### config.mk
export PLATFORM = sky130hd
export DESIGN_NAME = mem_port_arbiter
export DESIGN_NICKNAME = d
export VERILOG_FILES = /design/src/rtl/mem_port_arbiter.sv
export SDC_FILE = /design/constraint.sdc
export NUM_CORES = 1
export LEC_CHECK = 0
export ABC_AREA = 1
export CORE_MARGIN = 2
export CORE_UTILIZATION = 44
export CTS_BUF_LIST = sky130_fd_sc_hd__clkbuf_8
export CTS_CLUSTER_SIZE = 16
export DETAILED_ROUTE_END_ITERATION = 8
export PLACE_DENSITY = 0.83
export SETUP_SLACK_MARGIN = 0.4
export SKIP_CTS_REPAIR_TIMING = 1
export SLEW_MARGIN = 10
export SYNTH_ARGS = -nofsm -noshare
export SYNTH_HDL_FRONTEND = slang
export SYNTH_SLANG_ARGS = --single-unit
### constraint.sdc
create_clock -name clk -period 1.95 [get_ports clk]
set_input_delay 0.195 -clock clk [delete_from_list [all_inputs] [get_ports clk]]
set_output_delay 0.195 -clock clk [all_outputs]
set_load 0.05 [all_outputs]
### src/rtl/mem_port_arbiter.sv
// mem_port_arbiter: shares one variable-latency memory port between the
// instruction-fetch and memory stages. Data wins ties unless it had the
// previous grant, one transaction is in flight at a time, and a watchdog
// aborts transactions that never see mem_ready.
module mem_port_arbiter #(
  parameter int unsigned AW      = 32,
  parameter int unsigned DW      = 32,
  parameter int unsigned TIMEOUT = 255
) (
  input  logic          clk,
  input  logic          reset,
  input  logic          i_req,
  input  logic [AW-1:0] i_addr,
  output logic [DW-1:0] i_rdata,
  output logic          i_done,
  input  logic          d_req,
  input  logic          d_we,
  input  logic          d_byte,
  input  logic [AW-1:0] d_addr,
  input  logic [DW-1:0] d_wdata,
  output logic [DW-1:0] d_rdata,
  output logic          d_done,
  output logic          stallF,
  output logic          stallM,
  output logic          mem_req,
  output logic          mem_we,
  output logic          mem_byte,
  output logic [AW-1:0] mem_addr,
  output logic [DW-1:0] mem_wdata,
  input  logic [DW-1:0] mem_rdata,
  input  logic          mem_ready,
  output logic          err
);

  localparam int unsigned   CW       = $clog2(TIMEOUT + 1);
  localparam logic [CW-1:0] CNT_LAST = CW'(TIMEOUT - 1);

  typedef enum logic [1:0] {IDLE = 2'd0, IBUSY = 2'd1, DBUSY = 2'd2} state_t;
  typedef enum logic {GNT_FETCH = 1'b0, GNT_DATA = 1'b1} grant_t;

  state_t        state_q, state_d;
  grant_t        last_q, last_d;
  logic [CW-1:0] cnt_q, cnt_d;
  logic          mem_req_q, mem_req_d;
  logic          mem_we_q, mem_we_d;
  logic          mem_byte_q, mem_byte_d;
  logic [AW-1:0] mem_addr_q, mem_addr_d;
  logic [DW-1:0] mem_wdata_q, mem_wdata_d;
  logic          i_done_q, i_done_d;
  logic          d_done_q, d_done_d;
  logic [DW-1:0] i_rdata_q, i_rdata_d;
  logic [DW-1:0] d_rdata_q, d_rdata_d;
  logic          err_q, err_d;

  logic i_elig, d_elig, pick_data;

  // A requester in its done cycle is not eligible, so a held req cannot re-grant
  assign i_elig    = i_req & ~i_done_q;
  assign d_elig    = d_req & ~d_done_q;
  assign pick_data = d_elig & (~i_elig | (last_q != GNT_DATA));

  // Next-state: grant in IDLE, complete or time out while busy
  always_comb begin
    state_d     = state_q;
    last_d      = last_q;
    cnt_d       = cnt_q;
    mem_req_d   = mem_req_q;
    mem_we_d    = mem_we_q;
    mem_byte_d  = mem_byte_q;
    mem_addr_d  = mem_addr_q;
    mem_wdata_d = mem_wdata_q;
    i_done_d    = 1'b0;
    d_done_d    = 1'b0;
    i_rdata_d   = i_rdata_q;
    d_rdata_d   = d_rdata_q;
    err_d       = err_q;
    case (state_q)
      IDLE: begin
        if (pick_data) begin
          state_d     = DBUSY;
          last_d      = GNT_DATA;
          cnt_d       = '0;
          mem_req_d   = 1'b1;
          mem_we_d    = d_we;
          mem_byte_d  = d_byte;
          mem_addr_d  = d_addr;
          mem_wdata_d = d_wdata;
        end else if (i_elig) begin
          state_d     = IBUSY;
          last_d      = GNT_FETCH;
          cnt_d       = '0;
          mem_req_d   = 1'b1;
          mem_we_d    = 1'b0;
          mem_byte_d  = 1'b0;
          mem_addr_d  = i_addr;
          mem_wdata_d = '0;
        end
      end
      IBUSY, DBUSY: begin
        if (mem_ready) begin
          if (state_q == DBUSY) begin
            d_rdata_d = mem_rdata;
            d_done_d  = 1'b1;
          end else begin
            i_rdata_d = mem_rdata;
            i_done_d  = 1'b1;
          end
          state_d   = IDLE;
          mem_req_d = 1'b0;
        end else if (cnt_q == CNT_LAST) begin
          if (state_q == DBUSY) begin
            d_rdata_d = '0;
            d_done_d  = 1'b1;
          end else begin
            i_rdata_d = '0;
            i_done_d  = 1'b1;
          end
          err_d     = 1'b1;
          state_d   = IDLE;
          mem_req_d = 1'b0;
        end else begin
          cnt_d = cnt_q + CW'(1);
        end
      end
      default: begin
        state_d   = IDLE;
        mem_req_d = 1'b0;
      end
    endcase
  end

  // State and registered outputs, synchronous reset abandons any transaction
  always_ff @(posedge clk) begin
    if (reset) begin
      state_q     <= IDLE;
      last_q      <= GNT_FETCH;
      cnt_q       <= '0;
      mem_req_q   <= 1'b0;
      mem_we_q    <= 1'b0;
      mem_byte_q  <= 1'b0;
      mem_addr_q  <= '0;
      mem_wdata_q <= '0;
      i_done_q    <= 1'b0;
      d_done_q    <= 1'b0;
      i_rdata_q   <= '0;
      d_rdata_q   <= '0;
      err_q       <= 1'b0;
    end else begin
      state_q     <= state_d;
      last_q      <= last_d;
      cnt_q       <= cnt_d;
      mem_req_q   <= mem_req_d;
      mem_we_q    <= mem_we_d;
      mem_byte_q  <= mem_byte_d;
      mem_addr_q  <= mem_addr_d;
      mem_wdata_q <= mem_wdata_d;
      i_done_q    <= i_done_d;
      d_done_q    <= d_done_d;
      i_rdata_q   <= i_rdata_d;
      d_rdata_q   <= d_rdata_d;
      err_q       <= err_d;
    end
  end

  assign mem_req   = mem_req_q;
  assign mem_we    = mem_we_q;
  assign mem_byte  = mem_byte_q;
  assign mem_addr  = mem_addr_q;
  assign mem_wdata = mem_wdata_q;
  assign i_done    = i_done_q;
  assign d_done    = d_done_q;
  assign i_rdata   = i_rdata_q;
  assign d_rdata   = d_rdata_q;
  assign err       = err_q;
  assign stallF    = i_req & ~i_done_q;
  assign stallM    = d_req & ~d_done_q;

endmodule

==> results.sh, run 1 <==
export IMPL_status="finished clean"
export IMPL_cts_sinks=145
export IMPL_grt_pass1_wl_um=30900
export IMPL_coreArea_um2=13900
export IMPL_placed_area_um2=9150
export IMPL_grt_total_usage_pct=25.5
export IMPL_syn_cell_area_um2=6280
export IMPL_start_util_pct=45.1
export IMPL_powerDensity_nw_per_um2=799
export IMPL_die_area_um2=15200
export IMPL_diodes=0
export IMPL_peakVddDrop_v=0.000510
export IMPL_hold_violations=0
export IMPL_max_freq_mhz=608
export IMPL_slowest_delay_ns=0.37
export IMPL_htreeDepth=4
export IMPL_design_area_um2=10800
export IMPL_fin_tns_setup_ns=0
export IMPL_slew_violations=0
export IMPL_cp_max_fo=6
export IMPL_vias_per_cell=5.49
export IMPL_startpoint_type="flop"
export IMPL_fin_crit_sh_pct=84.4
export IMPL_yosys_area_top_type="dfxtp_1"
export IMPL_nFillCells=870
export IMPL_dr_first_iter_drc_count=654
export IMPL_route_detailed_drc=0
export IMPL_ys_types=27
export IMPL_critPathTopFamily="simple AND/OR/NAND/NOR gates"
export IMPL_grt_max_degree=55
export IMPL_drive_gt1_share_pct=18.3
export IMPL_postRouteAntennaNets=0
export IMPL_dr_pass1_iters=5
export IMPL_finalNetCount=1257
export IMPL_portBuffers=270
export IMPL_synthFlopType="dfxtp_1"
export IMPL_crit_path_frequent_cell="nand2_4"
export IMPL_maxCapViolCount=0
export IMPL_setup_violations=0
export IMPL_max_slew_worst_pin_slew_ns=0.605
export IMPL_fin_hold_ws_ns=0.156
export IMPL_path_cells="inv_4 -> ha_4 -> nand2_4 -> nor2_4 -> nand2_4 -> nand2_8 -> buf_6 -> clkbuf_16 -> nand4_1 -> a21oi_2"
export IMPL_syn_num_nets=990
export IMPL_die_w_um=123
export IMPL_ys_seq_elements=145
export IMPL_antenna_found_initial=0
export IMPL_cp_required_ns=2.32
export IMPL_synthTopCellsByArea="dfxtp_1 (46%), nand2_1 (13%), a21oi_1 (8.4%)"
export IMPL_wl_per_cell_um=18.3
export IMPL_layout_common_cells="nand2_1 (169), dfxtp_1 (139), dlymetal6s2s_1 (134), clkdlybuf4s50_1 (133), nand3_1 (81)"
export IMPL_cts_tree="done"
export IMPL_cts_path_max_buffers=2
export IMPL_yosysWarnings=0
export IMPL_path_buf_inv=3
export IMPL_critPathCaptureType="flop"
export IMPL_leakage_nw=6.50
export IMPL_seq_area_frac_synth_pct=46.2
export IMPL_hold_path_class="in2reg"
export IMPL_synth_cells=851
export IMPL_rows=43
export IMPL_multi_input_area_um2=3240
export IMPL_syn_area_per_cell_um2=7.38
export IMPL_syn_to_final_growth_pct=72.5
export IMPL_worstPathArrival_ns=2.02
export IMPL_dp_hpwl_um=13900
export IMPL_clk_pin_slew_ns=0.08
export IMPL_pin_count=271
export IMPL_regArea_um2=2910
export IMPL_synth_top_cell_area_share_pct=46.2
export IMPL_routed_wl_um=24000
export IMPL_slowest_stage="dfxtp_4"
export IMPL_synth_edff_count=0
export IMPL_finalClockSkew_ns=0.0176
export IMPL_dr_total_vias=7197
export IMPL_async_flop_share_pct=0
export IMPL_crit_type="reg2reg"
export IMPL_grt_pass1_vias=6247
export IMPL_gp_congestion=0.875
export IMPL_gr_total_overflow=0
export IMPL_cts_root_buffer="clkbuf_8"
export IMPL_chipHeight_um=123
export IMPL_final_common_cell="nand2_1"
export IMPL_max_slew_margin_rel_pct=59.6
export IMPL_numCtsBuffers=17
export IMPL_post_route_min_period_ns=1.65
export IMPL_grt_setup_unrepaired="true"
export IMPL_insertion_delay_ns=0.45
-- through the flow --
step	std cells	power, mW	util, %	setup slack, ns
floorplan	851	5.01	-	0.405
global placement	1255	5.96	65.7	0.197
detailed placement	1255	5.98	65.7	0.156
CTS	1287	8.30	68.5	0.0804
global route	1311	8.99	77.8	0.237
finish	1311	8.66	77.8	0.304
-- per-layer routing --
layer  vias up  track usage (%)  wire length, µm
met2       374             41.4            11600
met5         -                0                0
met1      3365             31.7             9050
met3        95             7.70             2290
li1       3363                -                -
met4         0             10.0             1000
-- cells in the mapped netlist, types with 4 or more instances --
library cell  instances
buf_4                 7
nand4_1              65
clkbuf_1             37
nand2_1             224
inv_2                 4
nand3_1              83
dfxtp_1             145
nor2_1               16
buf_6                 6
buf_2                20
nand2_2               6
o211ai_1             32
inv_1                81
ha_1                  4
a21oi_1             105
-- layout make-up --
class                           count  area share (%)
Timing Repair Buffer              320            34.6
Multi-Input combinational cell    549            29.9
Sequential cell                   145            26.9
Inverter                           85            2.99
Clock buffer                       18            2.29
Tap cell                          180            2.08
Clock inverter                     14            1.32
-- registers in the layout, indices dropped and copies added, names as in the netlist --
register / flops
mem_req: 1
d_rdata: 32
mem_we: 1
d_done: 1
last_q: 1
mem_wdata: 32
mem_byte: 1
cnt_q: 8
mem_addr: 32
state_q: 2
err: 1
i_done: 1
i_rdata: 32
-- power breakdown --
part,total (mW),internal [mW],switching [mW]
sequential,3.33,3.19,0.137
clock,2.37,1.16,1.21
combinational,2.96,1.12,1.85
total,8.66,5.47,3.19
-- worst paths after layout --
| check | from | to | slack (ns) | depth (start not counted) |
|---|---|---|---|---|
| worst max-delay path | cnt_q[0] | d_rdata[2] | 0.30 | 10 |
| worst min-delay path | reset | i_rdata[13] | 0.16 | 2 |
| worst max register to register | cnt_q[0] | d_rdata[2] | 0.30 | 10 |
| worst min register to register | mem_byte | mem_byte | 0.46 | 2 |
-- logic make-up (layout without fill, tap and decap cells) --
kind of cell | Yosys count | after routing | share of synthesized area [%]
flops | 145 | 145 | 46.2
compound gates | 142 | 142 | 12.8
buf+inv | 157 | 437 | 11.1
simple gates | 403 | 403 | 29.1
fa+ha+maj | 4 | 4 | 0.797
No activity file was read; power rests on OpenSTA's default activity.
==> run 2, diff against run 1 <==
--- a/config.mk
+++ b/config.mk
@@ -7,11 +7,11 @@
 export LEC_CHECK = 0
 export ABC_AREA = 1
 export CORE_MARGIN = 2
-export CORE_UTILIZATION = 44
+export CORE_UTILIZATION = 40
 export CTS_BUF_LIST = sky130_fd_sc_hd__clkbuf_8
 export CTS_CLUSTER_SIZE = 16
 export DETAILED_ROUTE_END_ITERATION = 8
-export PLACE_DENSITY = 0.83
+export PLACE_DENSITY = 0.79
 export SETUP_SLACK_MARGIN = 0.4
 export SKIP_CTS_REPAIR_TIMING = 1
 export SLEW_MARGIN = 10
==> constraint.sdc (replaced) <==
create_clock -name clk -period 1.5 [get_ports clk]
set_input_delay 0.15 -clock clk [delete_from_list [all_inputs] [get_ports clk]]
set_output_delay 0.15 -clock clk [all_outputs]
set_load 0.05 [all_outputs]
==> results.sh, run 2 (same netlist as run 1, synthesis figures left out) <==
export IMPL_max_slew_worst_pin_slew_ns=0.495
export IMPL_fin_hold_ws_ns=-0.0365
export IMPL_design_area_um2=11500
export IMPL_gp_congestion=0.842
export IMPL_cp_required_ns=1.82
export IMPL_placed_area_um2=9280
export IMPL_pin_count=271
export IMPL_htreeDepth=4
export IMPL_min_to="d_rdata[28]"
export IMPL_startpoint_type="flop"
export IMPL_critPathCaptureType="flop"
export IMPL_die_w_um=129
export IMPL_final_common_cell="nand2_1"
export IMPL_crit_reg2reg_launch="state_q[0]"
export IMPL_crit_type="reg2reg"
export IMPL_reg2reg_slack_ns=-0.07
export IMPL_min_delay_start="reset"
export IMPL_max_slew_margin_rel_pct=67.0
export IMPL_coreArea_um2=15300
export IMPL_powerDensity_nw_per_um2=1090
export IMPL_start_util_pct=41.2
export IMPL_hold_path_class="in2reg"
export IMPL_max_freq_mhz=635
export IMPL_wl_per_cell_um=17.6
export IMPL_routed_wl_um=24600
export IMPL_failed_checks="hold timing, setup timing"
export IMPL_insertion_delay_ns=0.46
export IMPL_dr_total_vias=7381
export IMPL_peakVddDrop_v=0.000594
export IMPL_grt_total_usage_pct=23.3
export IMPL_grt_setup_unrepaired="true"
export IMPL_cts_tree="done"
export IMPL_grt_max_degree=67
export IMPL_vias_per_cell=5.29
export IMPL_rows=45
export IMPL_finalWorstSetupSlack_ns=-0.0738
export IMPL_cp_max_fo=6
export IMPL_dr_first_iter_drc_count=532
export IMPL_setup_violations=40
export IMPL_nFillCells=989
export IMPL_dr_pass1_iters=5
export IMPL_postRouteAntennaNets=0
export IMPL_numCtsBuffers=17
export IMPL_cts_path_max_buffers=2
export IMPL_totalPowerFinal_mw=12.5
export IMPL_hold_violations=7
export IMPL_cts_root_buffer="clkbuf_8"
export IMPL_grt_pass1_wl_um=30900
export IMPL_fin_crit_sh_pct=105
export IMPL_hold_path_depth=2
export IMPL_grt_pass1_vias=6295
export IMPL_status="finished with violations"
export IMPL_layout_common_cells="nand2_1 (166), buf_4 (141), clkdlybuf4s50_1 (133), dfxtp_1 (95), inv_1 (75)"
export IMPL_chipHeight_um=129
export IMPL_antenna_found_initial=0
export IMPL_fin_tns_setup_ns=-1.15
export IMPL_dp_hpwl_um=14300
export IMPL_finalClockSkew_ns=0.0214
export IMPL_post_route_min_period_ns=1.57
export IMPL_slew_violations=0
export IMPL_r2r_end="mem_wdata[11]"
export IMPL_clk_pin_slew_ns=0.08
export IMPL_route_detailed_drc=0
export IMPL_finalNetCount=1311
export IMPL_ff2ff_path_depth=9
export IMPL_worstPathArrival_ns=1.90
export IMPL_diodes=0
export IMPL_pre_cts_ws_ns=-0.315
export IMPL_drive_gt1_share_pct=39.8
export IMPL_leakage_nw=5.16
export IMPL_portBuffers=270
export IMPL_maxCapViolCount=0
export IMPL_die_area_um2=16700
export IMPL_syn_to_final_growth_pct=82.7
export IMPL_gr_total_overflow=0
export IMPL_cts_sinks=145
==> run 2: how the worst max path moves through the flow <==
stage,start,to,slack (ns)
floorplan,d_done,mem_byte,-0.01
global placement,d_req,mem_wdata[3],-0.27
detailed placement,d_req,mem_wdata[31],-0.32
CTS,state_q[0],mem_wdata[31],-0.15
global route,state_q[0],mem_wdata[7],-0.13
finish,state_q[0],mem_wdata[11],-0.07
==> run 2: layer usage <==
| layer | track usage [%] | up-vias | part of all wire, % |
|---|---|---|---|
| li1 | - | 3479 | - |
| met3 | 5.37 | 68 | 6.9 |
| met5 | 0 | - | 0 |
| met1 | 28.6 | 3491 | 38 |
| met4 | 12.0 | 0 | 3.6 |
| met2 | 38.3 | 343 | 52 |
==> run 2: through the flow <==
step	utilization [%]	hold slack, ns	std cells
6_report	75.2	-0.0365	1396
2_1_floorplan	-	0.315	851
3_3_place_gp	60.8	0.425	1321
4_1_cts	63.7	-0.0627	1353
3_5_place_dp	60.8	0.428	1321
5_1_grt	75.2	-0.0521	1396
==> run 2: final cells by class <==
type | count | area, µm² | share of cell area, %
Timing Repair Buffer | 368 | 3940 | 34.4
Multi-Input combinational cell | 549 | 3390 | 29.6
Sequential cell | 145 | 3000 | 26.2
Inverter | 85 | 353 | 3.07
Clock buffer | 20 | 275 | 2.40
Tap cell | 211 | 264 | 2.30
Clock inverter | 12 | 155 | 1.35
Timing Repair inverter | 6 | 91.3 | 0.796
==> run 2: power breakdown <==
group          switching (mW)  internal (mW)  leakage, nW
logic                    2.73           2.01         3.73
registers               0.234           4.15         1.21
clock network            1.58           1.79        0.221
total                    4.55           7.95         5.16
==> run 2: critical path, cell delays in order (launching register included) <==
cell,delay [ns]
dfxtp_2,0.33
inv_2,0.08
ha_4,0.14
a21boi_4,0.23
buf_12,0.17
buf_16,0.17
buf_12,0.14
clkinv_16,0.06
nand2_4,0.07
a21oi_2,0.05
==> run 3, diff against run 2 <==
--- a/config.mk
+++ b/config.mk
@@ -6,13 +6,15 @@
 export NUM_CORES = 1
 export LEC_CHECK = 0
 export ABC_AREA = 1
+export CELL_PAD_IN_SITES_DETAIL_PLACEMENT = 1
+export CELL_PAD_IN_SITES_GLOBAL_PLACEMENT = 1
 export CORE_MARGIN = 2
-export CORE_UTILIZATION = 40
+export CORE_UTILIZATION = 27
 export CTS_BUF_LIST = sky130_fd_sc_hd__clkbuf_8
 export CTS_CLUSTER_SIZE = 16
 export DETAILED_ROUTE_END_ITERATION = 8
-export PLACE_DENSITY = 0.79
-export SETUP_SLACK_MARGIN = 0.4
+export PLACE_DENSITY_LB_ADDON = 0.1
+export SETUP_SLACK_MARGIN = 0.15
 export SKIP_CTS_REPAIR_TIMING = 1
 export SLEW_MARGIN = 10
 export SYNTH_ARGS = -nofsm -noshare
==> results.sh, run 3 (same netlist as run 1, synthesis figures left out) <==
export IMPL_start_util_pct=27.7
export IMPL_diodes=0
export IMPL_die_w_um=157
export IMPL_slowest_delay_ns=0.33
export IMPL_fin_hold_ws_ns=-0.00634
export IMPL_insertion_delay_ns=0.45
export IMPL_slowest_stage="dfxtp_2"
export IMPL_chipHeight_um=157
export IMPL_status="finished with violations"
export IMPL_coreArea_um2=22700
export IMPL_path_buf_inv=2
export IMPL_slew_violations=0
export IMPL_finalNetCount=1291
export IMPL_finalWorstSetupSlack_ns=-0.0167
export IMPL_drive_gt1_share_pct=32.6
export IMPL_final_common_cell="nand2_1"
export IMPL_fin_crit_sh_pct=101
export IMPL_nFillCells=2725
export IMPL_startpoint_type="flop"
export IMPL_cp_max_fo=8
export IMPL_peakVddDrop_v=0.000584
export IMPL_finalClockSkew_ns=0.0187
export IMPL_leakage_nw=4.76
export IMPL_maxCapViolCount=0
export IMPL_cts_path_max_buffers=2
export IMPL_grt_pass1_wl_um=35300
export IMPL_vias_per_cell=4.77
export IMPL_hold_violations=2
export IMPL_max_slew_worst_pin_slew_ns=0.345
export IMPL_worstPathArrival_ns=1.82
export IMPL_wl_met2_um=11900
export IMPL_grt_total_usage_pct=18.0
export IMPL_cts_root_buffer="clkbuf_8"
export IMPL_clk_pin_slew_ns=0.08
export IMPL_wirelength_met1_um=11900
export IMPL_grt_max_degree=61
export IMPL_reg2reg_slack_ns=-0.02
export IMPL_min_to="cnt_q[3]"
export IMPL_antenna_found_initial=0
export IMPL_crit_type="reg2reg"
export IMPL_cts_sinks=145
export IMPL_gp_congestion=0.800
export IMPL_p_int_mw=7.35
export IMPL_setup_violations=1
export IMPL_r2r_end="d_rdata[16]"
export IMPL_top_layer="met4"
export IMPL_combPwrFrac_pct=37.7
export IMPL_power_switching_share_pct=37.7
export IMPL_path_cells="inv_2 -> ha_4 -> nand2_4 -> nor2_4 -> nand2_4 -> nand2_8 -> nand3_4 -> buf_12 -> nand2_1 -> a21oi_1"
export IMPL_max_slew_margin_rel_pct=77.0
export IMPL_dp_hpwl_um=15600
export IMPL_die_area_um2=24500
export IMPL_numCtsBuffers=17
export IMPL_max_freq_mhz=659
export IMPL_rows=55
export IMPL_pin_count=271
export IMPL_gr_total_overflow=0
export IMPL_wl_per_cell_um=17.6
export IMPL_portBuffers=270
export IMPL_hold_path_depth=2
export IMPL_grt_pass1_vias=6716
export IMPL_dr_pass1_iters=4
export IMPL_critPathTopFamily="simple AND/OR/NAND/NOR gates"
export IMPL_dr_first_iter_drc_count=312
export IMPL_power_switching_mw=4.44
export IMPL_instances_no_fill=1450
export IMPL_min_delay_start="reset"
export IMPL_met3_length_um=1390
export IMPL_crit_reg2reg_launch="cnt_q[0]"
export IMPL_ff2ff_path_depth=10
export IMPL_grt_setup_unrepaired="true"
export IMPL_post_route_min_period_ns=1.52
export IMPL_final_util_pct=47.5
export IMPL_crit_path_frequent_cell="nand2_4"
export IMPL_dr_total_vias=6913
export IMPL_cp_required_ns=1.81
export IMPL_seqPwrFrac_pct=36.7
export IMPL_powerDensity_nw_per_um2=1090
export IMPL_htreeDepth=4
export IMPL_postRouteAntennaNets=0
export IMPL_syn_to_final_growth_pct=71.9
export IMPL_route_detailed_drc=0
export IMPL_critPathCaptureType="flop"
export IMPL_cts_tree="done"
export IMPL_dp_cells=1385
export IMPL_routed_wl_um=25500
export IMPL_failed_checks="hold timing, setup timing"
export IMPL_hold_path_class="in2reg"
export IMPL_pwr_share_clk_pct=25.6
export IMPL_layout_common_cells="nand2_1 (176), buf_4 (164), dfxtp_1 (138), clkdlybuf4s50_1 (133), a21oi_1 (94)"
run 3: power groups by stage:
stage	registers, mW	logic, mW	clock network [mW]
finish	4.33	4.45	3.02
global route	4.37	4.73	3.31
CTS	4.32	3.61	3.15
detailed placement	4.40	3.60	0
global placement	4.40	3.57	0
floorplan	5.28	1.37	0
run 3: metrics by stage:
step	power, mW	hold slack, ns	area [µm²]	setup WS, ns	TNS, ns
2_1_floorplan	6.65	0.315	6450	-0.0122	-0.513
3_3_place_gp	7.97	0.443	9260	-0.182	-11.68
3_5_place_dp	8.00	0.455	9260	-0.243	-15.16
4_1_cts	11.1	-0.0392	9630	-0.116	-5.17
5_1_grt	12.4	-0.0149	10800	-0.0875	-2.81
6_report	11.8	-0.00634	10800	-0.0167	-0.0167
run 3: how the worst max path moves through the flow:
stage / startpoint / end / slack [ns] / depth (start not counted)
final: cnt_q[0] / d_rdata[16] / -0.02 / 10
after global routing: cnt_q[0] / d_rdata[16] / -0.09 / 10
after CTS: cnt_q[0] / d_rdata[30] / -0.12 / 9
after detailed placement: d_req / mem_addr[9] / -0.24 / 9
after global placement: d_req / mem_addr[29] / -0.18 / 9
after floorplan: d_done / mem_byte / -0.01 / 7
run 3: area by class of cell:
cell class	instances	area, µm²	share of cell area (%)
Multi-Input combinational cell	549	3210	29.8
Inverter	85	342	3.16
Timing Repair Buffer	354	3590	33.3
Clock inverter	14	130	1.21
Clock buffer	18	248	2.30
Sequential cell	145	2910	27.0
Tap cell	285	357	3.30
run 3: per-layer routing:
metal,up-vias,GRT usage [%]
li1,3441,-
met1,3271,23.5
met2,184,30.0
met3,17,4.54
met4,0,4.06
met5,-,0
